==> src/rtl/decode_stage_hz_pkg.sv <==
// Shared MIPS decode definitions: opcodes, ALU_OP encodings (also consumed by the EX ALU control)
// and the opcode-to-control decode table.
package decode_stage_hz_pkg;

  localparam logic [5:0] OP_RTYPE = 6'b000000;
  localparam logic [5:0] OP_J     = 6'b000010;
  localparam logic [5:0] OP_BEQ   = 6'b000100;
  localparam logic [5:0] OP_BNE   = 6'b000101;
  localparam logic [5:0] OP_ADDI  = 6'b001000;
  localparam logic [5:0] OP_SLTI  = 6'b001010;
  localparam logic [5:0] OP_ANDI  = 6'b001100;
  localparam logic [5:0] OP_ORI   = 6'b001101;
  localparam logic [5:0] OP_LW    = 6'b100011;
  localparam logic [5:0] OP_SW    = 6'b101011;

  typedef enum logic [1:0] {
    ALU_OP_MEM    = 2'b00,
    ALU_OP_BRANCH = 2'b01,
    ALU_OP_RTYPE  = 2'b10,
    ALU_OP_IARITH = 2'b11
  } alu_op_e;

  // Control bits that travel down the pipe into EX.
  typedef struct packed {
    alu_op_e alu_op;
    logic    alu_src;
    logic    mem_read;
    logic    mem_write;
    logic    mem_to_reg;
    logic    reg_write;
    logic    beq;
    logic    bne;
    logic    jump;
  } ex_ctrl_t;

  // ID-only decode results plus the EX bundle.
  typedef struct packed {
    ex_ctrl_t ex;
    logic     reg_dst;   // 1: destination is rd, 0: rt
    logic     zero_ext;  // imm16 is zero-extended instead of sign-extended
    logic     uses_rt;   // rt is a source operand
    logic     legal;
  } id_ctrl_t;

  function automatic id_ctrl_t decode_op(input logic [5:0] op);
    id_ctrl_t c;
    c = '0;
    case (op)
      OP_RTYPE: begin
        c.ex.alu_op    = ALU_OP_RTYPE;
        c.ex.reg_write = 1'b1;
        c.reg_dst      = 1'b1;
        c.uses_rt      = 1'b1;
        c.legal        = 1'b1;
      end
      OP_ADDI, OP_SLTI, OP_ANDI, OP_ORI: begin
        c.ex.alu_op    = ALU_OP_IARITH;
        c.ex.alu_src   = 1'b1;
        c.ex.reg_write = 1'b1;
        c.zero_ext     = (op == OP_ANDI) || (op == OP_ORI);
        c.legal        = 1'b1;
      end
      OP_LW: begin
        c.ex.alu_op     = ALU_OP_MEM;
        c.ex.alu_src    = 1'b1;
        c.ex.mem_read   = 1'b1;
        c.ex.mem_to_reg = 1'b1;
        c.ex.reg_write  = 1'b1;
        c.legal         = 1'b1;
      end
      OP_SW: begin
        c.ex.alu_op    = ALU_OP_MEM;
        c.ex.alu_src   = 1'b1;
        c.ex.mem_write = 1'b1;
        c.uses_rt      = 1'b1;
        c.legal        = 1'b1;
      end
      OP_BEQ, OP_BNE: begin
        c.ex.alu_op = ALU_OP_BRANCH;
        c.ex.beq    = (op == OP_BEQ);
        c.ex.bne    = (op == OP_BNE);
        c.uses_rt   = 1'b1;
        c.legal     = 1'b1;
      end
      OP_J: begin
        c.ex.alu_op = ALU_OP_MEM;
        c.ex.jump   = 1'b1;
        c.legal     = 1'b1;
      end
      default: c = '0;
    endcase
    return c;
  endfunction

endpackage

==> src/rtl/decode_stage_hz_regfile_bypass.sv <==
// Two-read, one-write register file with write-through on both read ports
// and synchronous clear on reset.
module decode_stage_hz_regfile_bypass
  import decode_stage_hz_pkg::*;
#(
  parameter int XLEN     = 32,
  parameter int RA_W     = 5,
  parameter bit ZERO_REG = 1'b1
) (
  input  logic            clock_i,
  input  logic            reset_i,
  input  logic [RA_W-1:0] rs_addr_i,
  input  logic [RA_W-1:0] rt_addr_i,
  output logic [XLEN-1:0] rs_data_o,
  output logic [XLEN-1:0] rt_data_o,
  input  logic            we_i,
  input  logic [RA_W-1:0] waddr_i,
  input  logic [XLEN-1:0] wdata_i
);

  localparam int NREGS = 2 ** RA_W;

  logic [XLEN-1:0] regs_q [NREGS];
  logic            wr_ok;

  assign wr_ok = we_i && ((waddr_i != '0) || !ZERO_REG);

  always_ff @(posedge clock_i) begin
    if (reset_i) begin
      for (int i = 0; i < NREGS; i++) regs_q[i] <= '0;
    end else if (wr_ok) begin
      regs_q[waddr_i] <= wdata_i;
    end
  end

  // A same-cycle writeback is forwarded so ID never sees a stale value.
  always_comb begin
    rs_data_o = regs_q[rs_addr_i];
    if (wr_ok && (waddr_i == rs_addr_i)) rs_data_o = wdata_i;
    else if (ZERO_REG && (rs_addr_i == '0)) rs_data_o = '0;
  end

  always_comb begin
    rt_data_o = regs_q[rt_addr_i];
    if (wr_ok && (waddr_i == rt_addr_i)) rt_data_o = wdata_i;
    else if (ZERO_REG && (rt_addr_i == '0)) rt_data_o = '0;
  end

endmodule

==> src/rtl/decode_stage_hz.sv <==
// MIPS ID stage: decode, bypassed register read, load-use stall detection and
// the ID/EX pipeline register with bubble/flush handling.
module decode_stage_hz
  import decode_stage_hz_pkg::*;
#(
  parameter int XLEN     = 32,
  parameter int RA_W     = 5,
  parameter bit ZERO_REG = 1'b1
) (
  input  logic            clock,
  input  logic            reset,
  input  logic            if_valid,
  input  logic [31:0]     if_instr,
  input  logic [XLEN-1:0] if_pc4,
  input  logic            wb_we,
  input  logic [RA_W-1:0] wb_rd,
  input  logic [XLEN-1:0] wb_data,
  input  logic            flush,
  output logic            stall,
  output logic            illegal,
  output logic            ex_valid,
  output logic [XLEN-1:0] ex_pc4,
  output logic [XLEN-1:0] ex_rs_val,
  output logic [XLEN-1:0] ex_rt_val,
  output logic [XLEN-1:0] ex_imm,
  output logic [RA_W-1:0] ex_rs,
  output logic [RA_W-1:0] ex_rt,
  output logic [RA_W-1:0] ex_rd,
  output logic [5:0]      ex_funct,
  output logic [XLEN-1:0] ex_jtarget,
  output logic [1:0]      ex_alu_op,
  output logic            ex_alu_src,
  output logic            ex_mem_read,
  output logic            ex_mem_write,
  output logic            ex_mem_to_reg,
  output logic            ex_reg_write,
  output logic            ex_beq,
  output logic            ex_bne,
  output logic            ex_jump
);

  // ---------------- decode ----------------
  logic [5:0]      id_opcode;
  logic [RA_W-1:0] id_rs, id_rt, id_rd, id_dst;
  logic [15:0]     id_imm16;
  id_ctrl_t        id_ctrl;
  logic [XLEN-1:0] id_imm, id_rs_val, id_rt_val, id_jtarget;

  assign id_opcode = if_instr[31:26];
  assign id_rs     = RA_W'(if_instr[25:21]);
  assign id_rt     = RA_W'(if_instr[20:16]);
  assign id_rd     = RA_W'(if_instr[15:11]);
  assign id_imm16  = if_instr[15:0];
  assign id_ctrl   = decode_op(id_opcode);
  assign illegal   = if_valid && !id_ctrl.legal;

  assign id_imm = id_ctrl.zero_ext ? {{(XLEN-16){1'b0}}, id_imm16}
                                   : {{(XLEN-16){id_imm16[15]}}, id_imm16};
  assign id_jtarget = {if_pc4[XLEN-1:28], if_instr[25:0], 2'b00};

  // A non-writing instruction reports rd=0 so EX forwarding never matches it.
  assign id_dst = !id_ctrl.ex.reg_write ? '0 : (id_ctrl.reg_dst ? id_rd : id_rt);

  decode_stage_hz_regfile_bypass #(
    .XLEN     (XLEN),
    .RA_W     (RA_W),
    .ZERO_REG (ZERO_REG)
  ) u_regfile (
    .clock_i   (clock),
    .reset_i   (reset),
    .rs_addr_i (id_rs),
    .rt_addr_i (id_rt),
    .rs_data_o (id_rs_val),
    .rt_data_o (id_rt_val),
    .we_i      (wb_we),
    .waddr_i   (wb_rd),
    .wdata_i   (wb_data)
  );

  // ---------------- ID/EX register ----------------
  logic            ex_valid_q, ex_valid_d;
  ex_ctrl_t        ex_ctrl_q, ex_ctrl_d;
  logic [XLEN-1:0] ex_pc4_q, ex_pc4_d;
  logic [XLEN-1:0] ex_rs_val_q, ex_rs_val_d;
  logic [XLEN-1:0] ex_rt_val_q, ex_rt_val_d;
  logic [XLEN-1:0] ex_imm_q, ex_imm_d;
  logic [XLEN-1:0] ex_jtarget_q, ex_jtarget_d;
  logic [RA_W-1:0] ex_rs_q, ex_rs_d;
  logic [RA_W-1:0] ex_rt_q, ex_rt_d;
  logic [RA_W-1:0] ex_rd_q, ex_rd_d;
  logic [5:0]      ex_funct_q, ex_funct_d;

  // ---------------- hazard detection ----------------
  // The bubble clears ex_mem_read, so a load-use stall lasts exactly one cycle.
  logic src_match, bubble;

  assign src_match = (ex_rd_q == id_rs) || (id_ctrl.uses_rt && (ex_rd_q == id_rt));
  assign stall     = if_valid && ex_valid_q && ex_ctrl_q.mem_read &&
                     (ex_rd_q != '0) && !flush && src_match;
  assign bubble    = flush || stall || !if_valid;

  always_comb begin
    ex_valid_d   = 1'b0;
    ex_ctrl_d    = '0;
    ex_pc4_d     = '0;
    ex_rs_val_d  = '0;
    ex_rt_val_d  = '0;
    ex_imm_d     = '0;
    ex_jtarget_d = '0;
    ex_rs_d      = '0;
    ex_rt_d      = '0;
    ex_rd_d      = '0;
    ex_funct_d   = '0;
    if (!bubble) begin
      ex_valid_d   = 1'b1;
      ex_ctrl_d    = id_ctrl.ex;
      ex_pc4_d     = if_pc4;
      ex_rs_val_d  = id_rs_val;
      ex_rt_val_d  = id_rt_val;
      ex_imm_d     = id_imm;
      ex_jtarget_d = id_jtarget;
      ex_rs_d      = id_rs;
      ex_rt_d      = id_rt;
      ex_rd_d      = id_dst;
      ex_funct_d   = if_instr[5:0];
    end
  end

  always_ff @(posedge clock) begin
    if (reset) begin
      ex_valid_q   <= 1'b0;
      ex_ctrl_q    <= '0;
      ex_pc4_q     <= '0;
      ex_rs_val_q  <= '0;
      ex_rt_val_q  <= '0;
      ex_imm_q     <= '0;
      ex_jtarget_q <= '0;
      ex_rs_q      <= '0;
      ex_rt_q      <= '0;
      ex_rd_q      <= '0;
      ex_funct_q   <= '0;
    end else begin
      ex_valid_q   <= ex_valid_d;
      ex_ctrl_q    <= ex_ctrl_d;
      ex_pc4_q     <= ex_pc4_d;
      ex_rs_val_q  <= ex_rs_val_d;
      ex_rt_val_q  <= ex_rt_val_d;
      ex_imm_q     <= ex_imm_d;
      ex_jtarget_q <= ex_jtarget_d;
      ex_rs_q      <= ex_rs_d;
      ex_rt_q      <= ex_rt_d;
      ex_rd_q      <= ex_rd_d;
      ex_funct_q   <= ex_funct_d;
    end
  end

  assign ex_valid      = ex_valid_q;
  assign ex_pc4        = ex_pc4_q;
  assign ex_rs_val     = ex_rs_val_q;
  assign ex_rt_val     = ex_rt_val_q;
  assign ex_imm        = ex_imm_q;
  assign ex_jtarget    = ex_jtarget_q;
  assign ex_rs         = ex_rs_q;
  assign ex_rt         = ex_rt_q;
  assign ex_rd         = ex_rd_q;
  assign ex_funct      = ex_funct_q;
  assign ex_alu_op     = ex_ctrl_q.alu_op;
  assign ex_alu_src    = ex_ctrl_q.alu_src;
  assign ex_mem_read   = ex_ctrl_q.mem_read;
  assign ex_mem_write  = ex_ctrl_q.mem_write;
  assign ex_mem_to_reg = ex_ctrl_q.mem_to_reg;
  assign ex_reg_write  = ex_ctrl_q.reg_write;
  assign ex_beq        = ex_ctrl_q.beq;
  assign ex_bne        = ex_ctrl_q.bne;
  assign ex_jump       = ex_ctrl_q.jump;

endmodule
==> config.mk <==
export PLATFORM = sky130hd
export DESIGN_NAME = decode_stage_hz
export DESIGN_NICKNAME = d
export VERILOG_FILES = /design/src/rtl/decode_stage_hz_pkg.sv /design/src/rtl/decode_stage_hz_regfile_bypass.sv /design/src/rtl/decode_stage_hz.sv
export SDC_FILE = /design/constraint.sdc
export NUM_CORES = 2
export LEC_CHECK = 0
export CORE_ASPECT_RATIO = 0.5
export CORE_UTILIZATION = 31
export CTS_CLUSTER_DIAMETER = 200
export DETAILED_ROUTE_END_ITERATION = 6
export PLACE_DENSITY_LB_ADDON = 0.1
export SLEW_MARGIN = 20
export SYNTH_ARGS = -nofsm -noshare
export SYNTH_HDL_FRONTEND = slang
export SYNTH_HIERARCHICAL = 1
export SYNTH_SLANG_ARGS = --single-unit
==> constraint.sdc <==
create_clock -name clock -period 4.8 [get_ports clock]
set_input_delay 1.44 -clock clock [delete_from_list [all_inputs] [get_ports clock]]
set_output_delay 1.44 -clock clock [all_outputs]
set_load 0.01 [all_outputs]
; Yosys cells after proc, flatten, opt, wreduce, memory -nomap -nowiden
; Memories as Yosys holds them, arrays and structs flattened.
; Cells that the tools add are included.
[word_totals]
n_memories = 1
ram_bits = 1024
register_bits = 176
wordCells = 93
inputBits = 106
[mem_list]
columns = memory, words, word_bits, read_ports, rd_clocked_by_memory_dff, wr, line_no
row1 = u_regfile.regs_q, 32, 32, 2, 0, 32, decode_stage_hz_regfile_bypass.sv:23  ; logic [XLEN-1:0] regs_q [NREGS];
[classes]
n_reduce_logical = 33
n_mux = 24
n_eq_ne = 13
bitwise = 2
[ops]
columns = op, count
row1 = $mux W32, 5
row2 = $reduce_or A32 Y1, 1
row3 = $eq A6 B4 Y1 const B, 4
row4 = $eq A5 B5 Y1, 4
row5 = $mux W1, 16
row6 = $eq A6 B3 Y1 const B, 2
row7 = $eq A6 B6 Y1 const B, 2
row8 = $reduce_or A6 Y1, 2
row9 = $logic_and A1 B1 Y1, 10
row10 = $logic_not A5 Y1, 2
row11 = $mux W5, 2
row12 = $reduce_bool A5 Y1, 2
row13 = $reduce_or A10 Y1, 1
row14 = $reduce_or A3 Y1, 3
row15 = $reduce_or A4 Y1, 2
row16 = $eq A6 B2 Y1 const B, 1
row17 = $logic_not A6 Y1, 1
row18 = $pmux W2 S3, 1
row19 = $logic_or A1 B1 Y1, 4
row20 = $reduce_or A2 Y1, 2
row21 = $logic_not A1 Y1, 3
row22 = $not A1 Y1, 2

; Logic depth before layout (Yosys ltp)
[depth]
ltp_word = 9
ltp_mapped = 10
mapped_depth_nobuf = 6

; By module
; The synthesis kept the hierarchy.
[modules_own_cells]
columns = mod, area_each_um2, seq_area_each_um2, n_inst, cells_each
row1 = decode_stage_hz_regfile_bypass, 55157.9, 30749.5, 1, 3860
row2 = decode_stage_hz, 4714.5, 2762.6, 1, 415

; Worst setup path before layout
; No wires, ideal clock.
[synth_path]
kind = input port to output port
start = in if_instr[29]
end = out stall
t_arrival_ns = 2.903
t_required_ns = 3.360
cell_stages = 5
n_path_buf = 2
setup_slack_ns = 0.457
cell_sequence = clkbuf_1 > or4_1 > a2111oi_2 > buf_4 > or2_2
[synth_between]
elab_chain_cells = 6
[synth_lines]
columns = item, line_no
row1 = from (decl), decode_stage_hz.sv:13  ; input logic [31:0] if_instr,
row2 = $eq A6 B3 Y1 (tied with other cells), decode_stage_hz_pkg.sv:48  ; case (op)
row3 = $reduce_or A4 Y1 (no line) *, -
row4 = $mux W1 *, decode_stage_hz_pkg.sv:48
row5 = $logic_and A1 B1 Y1 *, decode_stage_hz.sv:97  ; assign src_match = (ex_rd_q == id_rs) || (id_ctrl.uses_rt && (ex_rd_q == id_rt));
row6 = $logic_or A1 B1 Y1 *, decode_stage_hz.sv:97
row7 = $logic_and A1 B1 Y1 *, decode_stage_hz.sv:99  ; (ex_rd_q != '0) && !flush && src_match;
row8 = to (decl), decode_stage_hz.sv:19  ; output logic stall,
; Every way passes the cells marked *; elsewhere a longest branch is shown, timed or not.

; Worst setup path in the final report
[layout_path]
start = in if_instr[28]
end = out stall
; The elaborated chain is that of the path after synthesis.

==> impl_metrics.tcl <==
set metrics [dict create \
    synth_top_cell_area_share 0.514 \
    timing.final.crit_share 0.988 \
    cts_tree "yes" \
    area_growth_pct 18.0 \
    via_per_inst 5.53 \
    cp_max_fo 3 \
    yosysTopAreaCell "edfxtp_1" \
    setup_viol 0 \
    final-hold-violation-count 0 \
    largest-register "u_regfile/regs_q" \
    synthFlopType "edfxtp_1" \
    holdCritPathClass "reg -> reg" \
    maxSlewViolCount 0 \
    critical_path_class "in -> out" \
    crit_required_ns 3.36 \
    rsz0062_at_grt "no" \
    worst_slack_ns 0.0584 \
    io_pins 300 \
    cts_buffers 119 \
    h-tree-depth 3 \
    gp_congestion 0.830 \
    dieWidth_um 624 \
    nets 4564 \
    postLayoutCoreUtil 0.370 \
    drv_cap 0 \
    vias 39200 \
    worst_pin_slew_ns 1.14 \
    syn_area_um2 59900 \
    postLayoutCellArea_um2 70700 \
    crit_arrival_ns 3.30 \
    async_flop_share 0 \
    postPlaceCellArea_um2 66700 \
    clkSinkCount 1162 \
    path_clk_slew_ns 0.06 \
    ctsLongestPathBuffers 3 \
    post-synth-top-count-cell "edfxtp_1" \
    die_height_um 313 \
    drive_above_1_share 0.205 \
    ant_nets 0 \
    yosys_warnings 6 \
    grt_usage 0.239 \
    initial_core_util 0.314 \
    overflow 0 \
    crit_path_start_kind "primary input" \
    maxSlewHeadroom 0.237 \
    reg2reg_setup_slack_ns 1.69 \
    period_needed_ns 4.74 \
    p_leak_nw 24.6 \
    postSynthAreaPerCell_um2 14.0 \
    numPortBuffers 297 \
    hpwl_um 145000 \
    dp_slack_ns -0.210 \
    insertion_delay_ns 0.76 \
    rows 113 \
    grt_pass1_vias 39500 \
    p_total_mw 24.5 \
    worstSetupEndpointType "output port" \
    drt_pass1_iterations 6 \
    timing.fmax_mhz 211 \
    netlist_top_cells_area "edfxtp_1 (51%), mux4_2 (14%), and2_1 (10%)" \
    synth_edf_count 1024 \
    p_per_area_nw_per_um2 347 \
    grt_pass1_wl_um 327000 \
    place_inst 6867 \
    yosysSeqAreaShare 0.560 \
    antenna_found_initial 15 \
    postCtsSetupRepairBufs 0 \
    synth_seq_cells 1162 \
    peakVddDrop_uv 230 \
    fin_cells 7093 \
    outcome "finished, final reports clean" \
    cts-root-buf "clkbuf_16" \
    wirelength_um 238000 \
    die_area_um2 195000 \
    ys_types 57 \
    yosys-top-cells-count "edfxtp_1 (1024), and2_1 (995), mux4_2 (366), mux2i_1 (338), clkbuf_1 (303)" \
    dr.first_iter.drc_count 4477 \
    core_area_um2 191000 \
    drc 0 \
    synth_cells 4275 \
    largest_register_ff_count 1024 \
    finalClockSkew_ns 0.0247 \
    grt_start_max_net_pins 84 \
    wl_per_cell_um 33.6 \
]
-- report_power, final --
part | leakage (nW) | total (mW) | internal (mW) | switching, mW
Clock | 1.94 | 9.61 | 5.35 | 4.27
Combinational | 11.8 | 3.13 | 1.31 | 1.82
Sequential | 10.9 | 11.8 | 11.5 | 0.289
-- kinds of logic (layout without fill, tap and decap cells) --
family,Yosys count,after routing,share of synthesized area
buf+inv,503,755,0.0387
mux,754,754,0.204
flops,1162,1162,0.560
compound gates,402,402,0.0506
other cells,2,38,0.000125
simple gates,1432,1432,0.144
xor+xnor,20,20,0.00293
-- cells in the final DEF, fill, tap and decap left out, drive strengths merged, types with 18 or more instances in the layout --
cell,instances
a211oi,56
a21oi,58
a22o,31
a22oi,75
a32o,33
and2,995
buf,249
clkbuf,173
clkdlybuf4s50,281
clkinv,35
conb,34
dfxtp,138
edfxtp,1024
mux2,50
mux2i,338
mux4,366
nand2,142
nand3,26
nor2,43
nor3,18
nor3b,125
o221ai,31
o22ai,55
or2,32
-- worst max-delay path, stage by stage --
cell             delay [ns]
clkdlybuf4s50_1        0.53
nor2b_1                0.08
or4_4                  0.44
a2111oi_4              0.38
or2_4                  0.18
dlygate4sd2_1          0.26
-- per-layer routing --
layer / track usage / vias to the layer above / routed length [um]
met3: 0.0398 / 295 / 16000
li1: - / 16500 / -
met5: 0 / - / 0
met2: 0.382 / 1462 / 109000
met4: 0.0520 / 0 / 5160
met1: 0.343 / 21000 / 108000
-- cell type report --
class | instances | area [um2]
diodes | 4 | 10.0
clock buffers | 173 | 3450
clock inverters | 49 | 465
fillers | 18000 | 120000
inverters | 1 | 3.75
multi-input cells | 2642 | 24500
flip-flops and latches | 1162 | 33500
well taps | 2530 | 3170
repair buffers | 532 | 5560
-- worst paths after layout --
check / cells past startpoint / start / endpoint
worst min register to register: 5 / u_regfile/regs_q[2][27]$_SDFFCE_PN0P_ / ex_rt_val[27]$_SDFF_PP0_
worst max-delay path: 6 / if_instr[28] / stall
worst max register to register: 6 / ex_rd[1]$_SDFF_PP0_ / ex_pc4[3]$_SDFF_PP0_
worst min-delay path: 5 / u_regfile/regs_q[2][27]$_SDFFCE_PN0P_ / ex_rt_val[27]$_SDFF_PP0_
-- per-stage QoR --
stage               hold slack, ns  setup TNS (ns)
detailed placement            1.01          -0.353
floorplan                    0.849               0
CTS                           1.02               0
global route                  1.11               0
global placement             0.996          -0.474
finish                        1.03               0
-- repair_timing --
item | CTS | global route
hold buffers | 0 | 0
resized for setup | 6 | 0
setup endpoints to repair | 2 | 0
(Power assumes the default switching activity.)
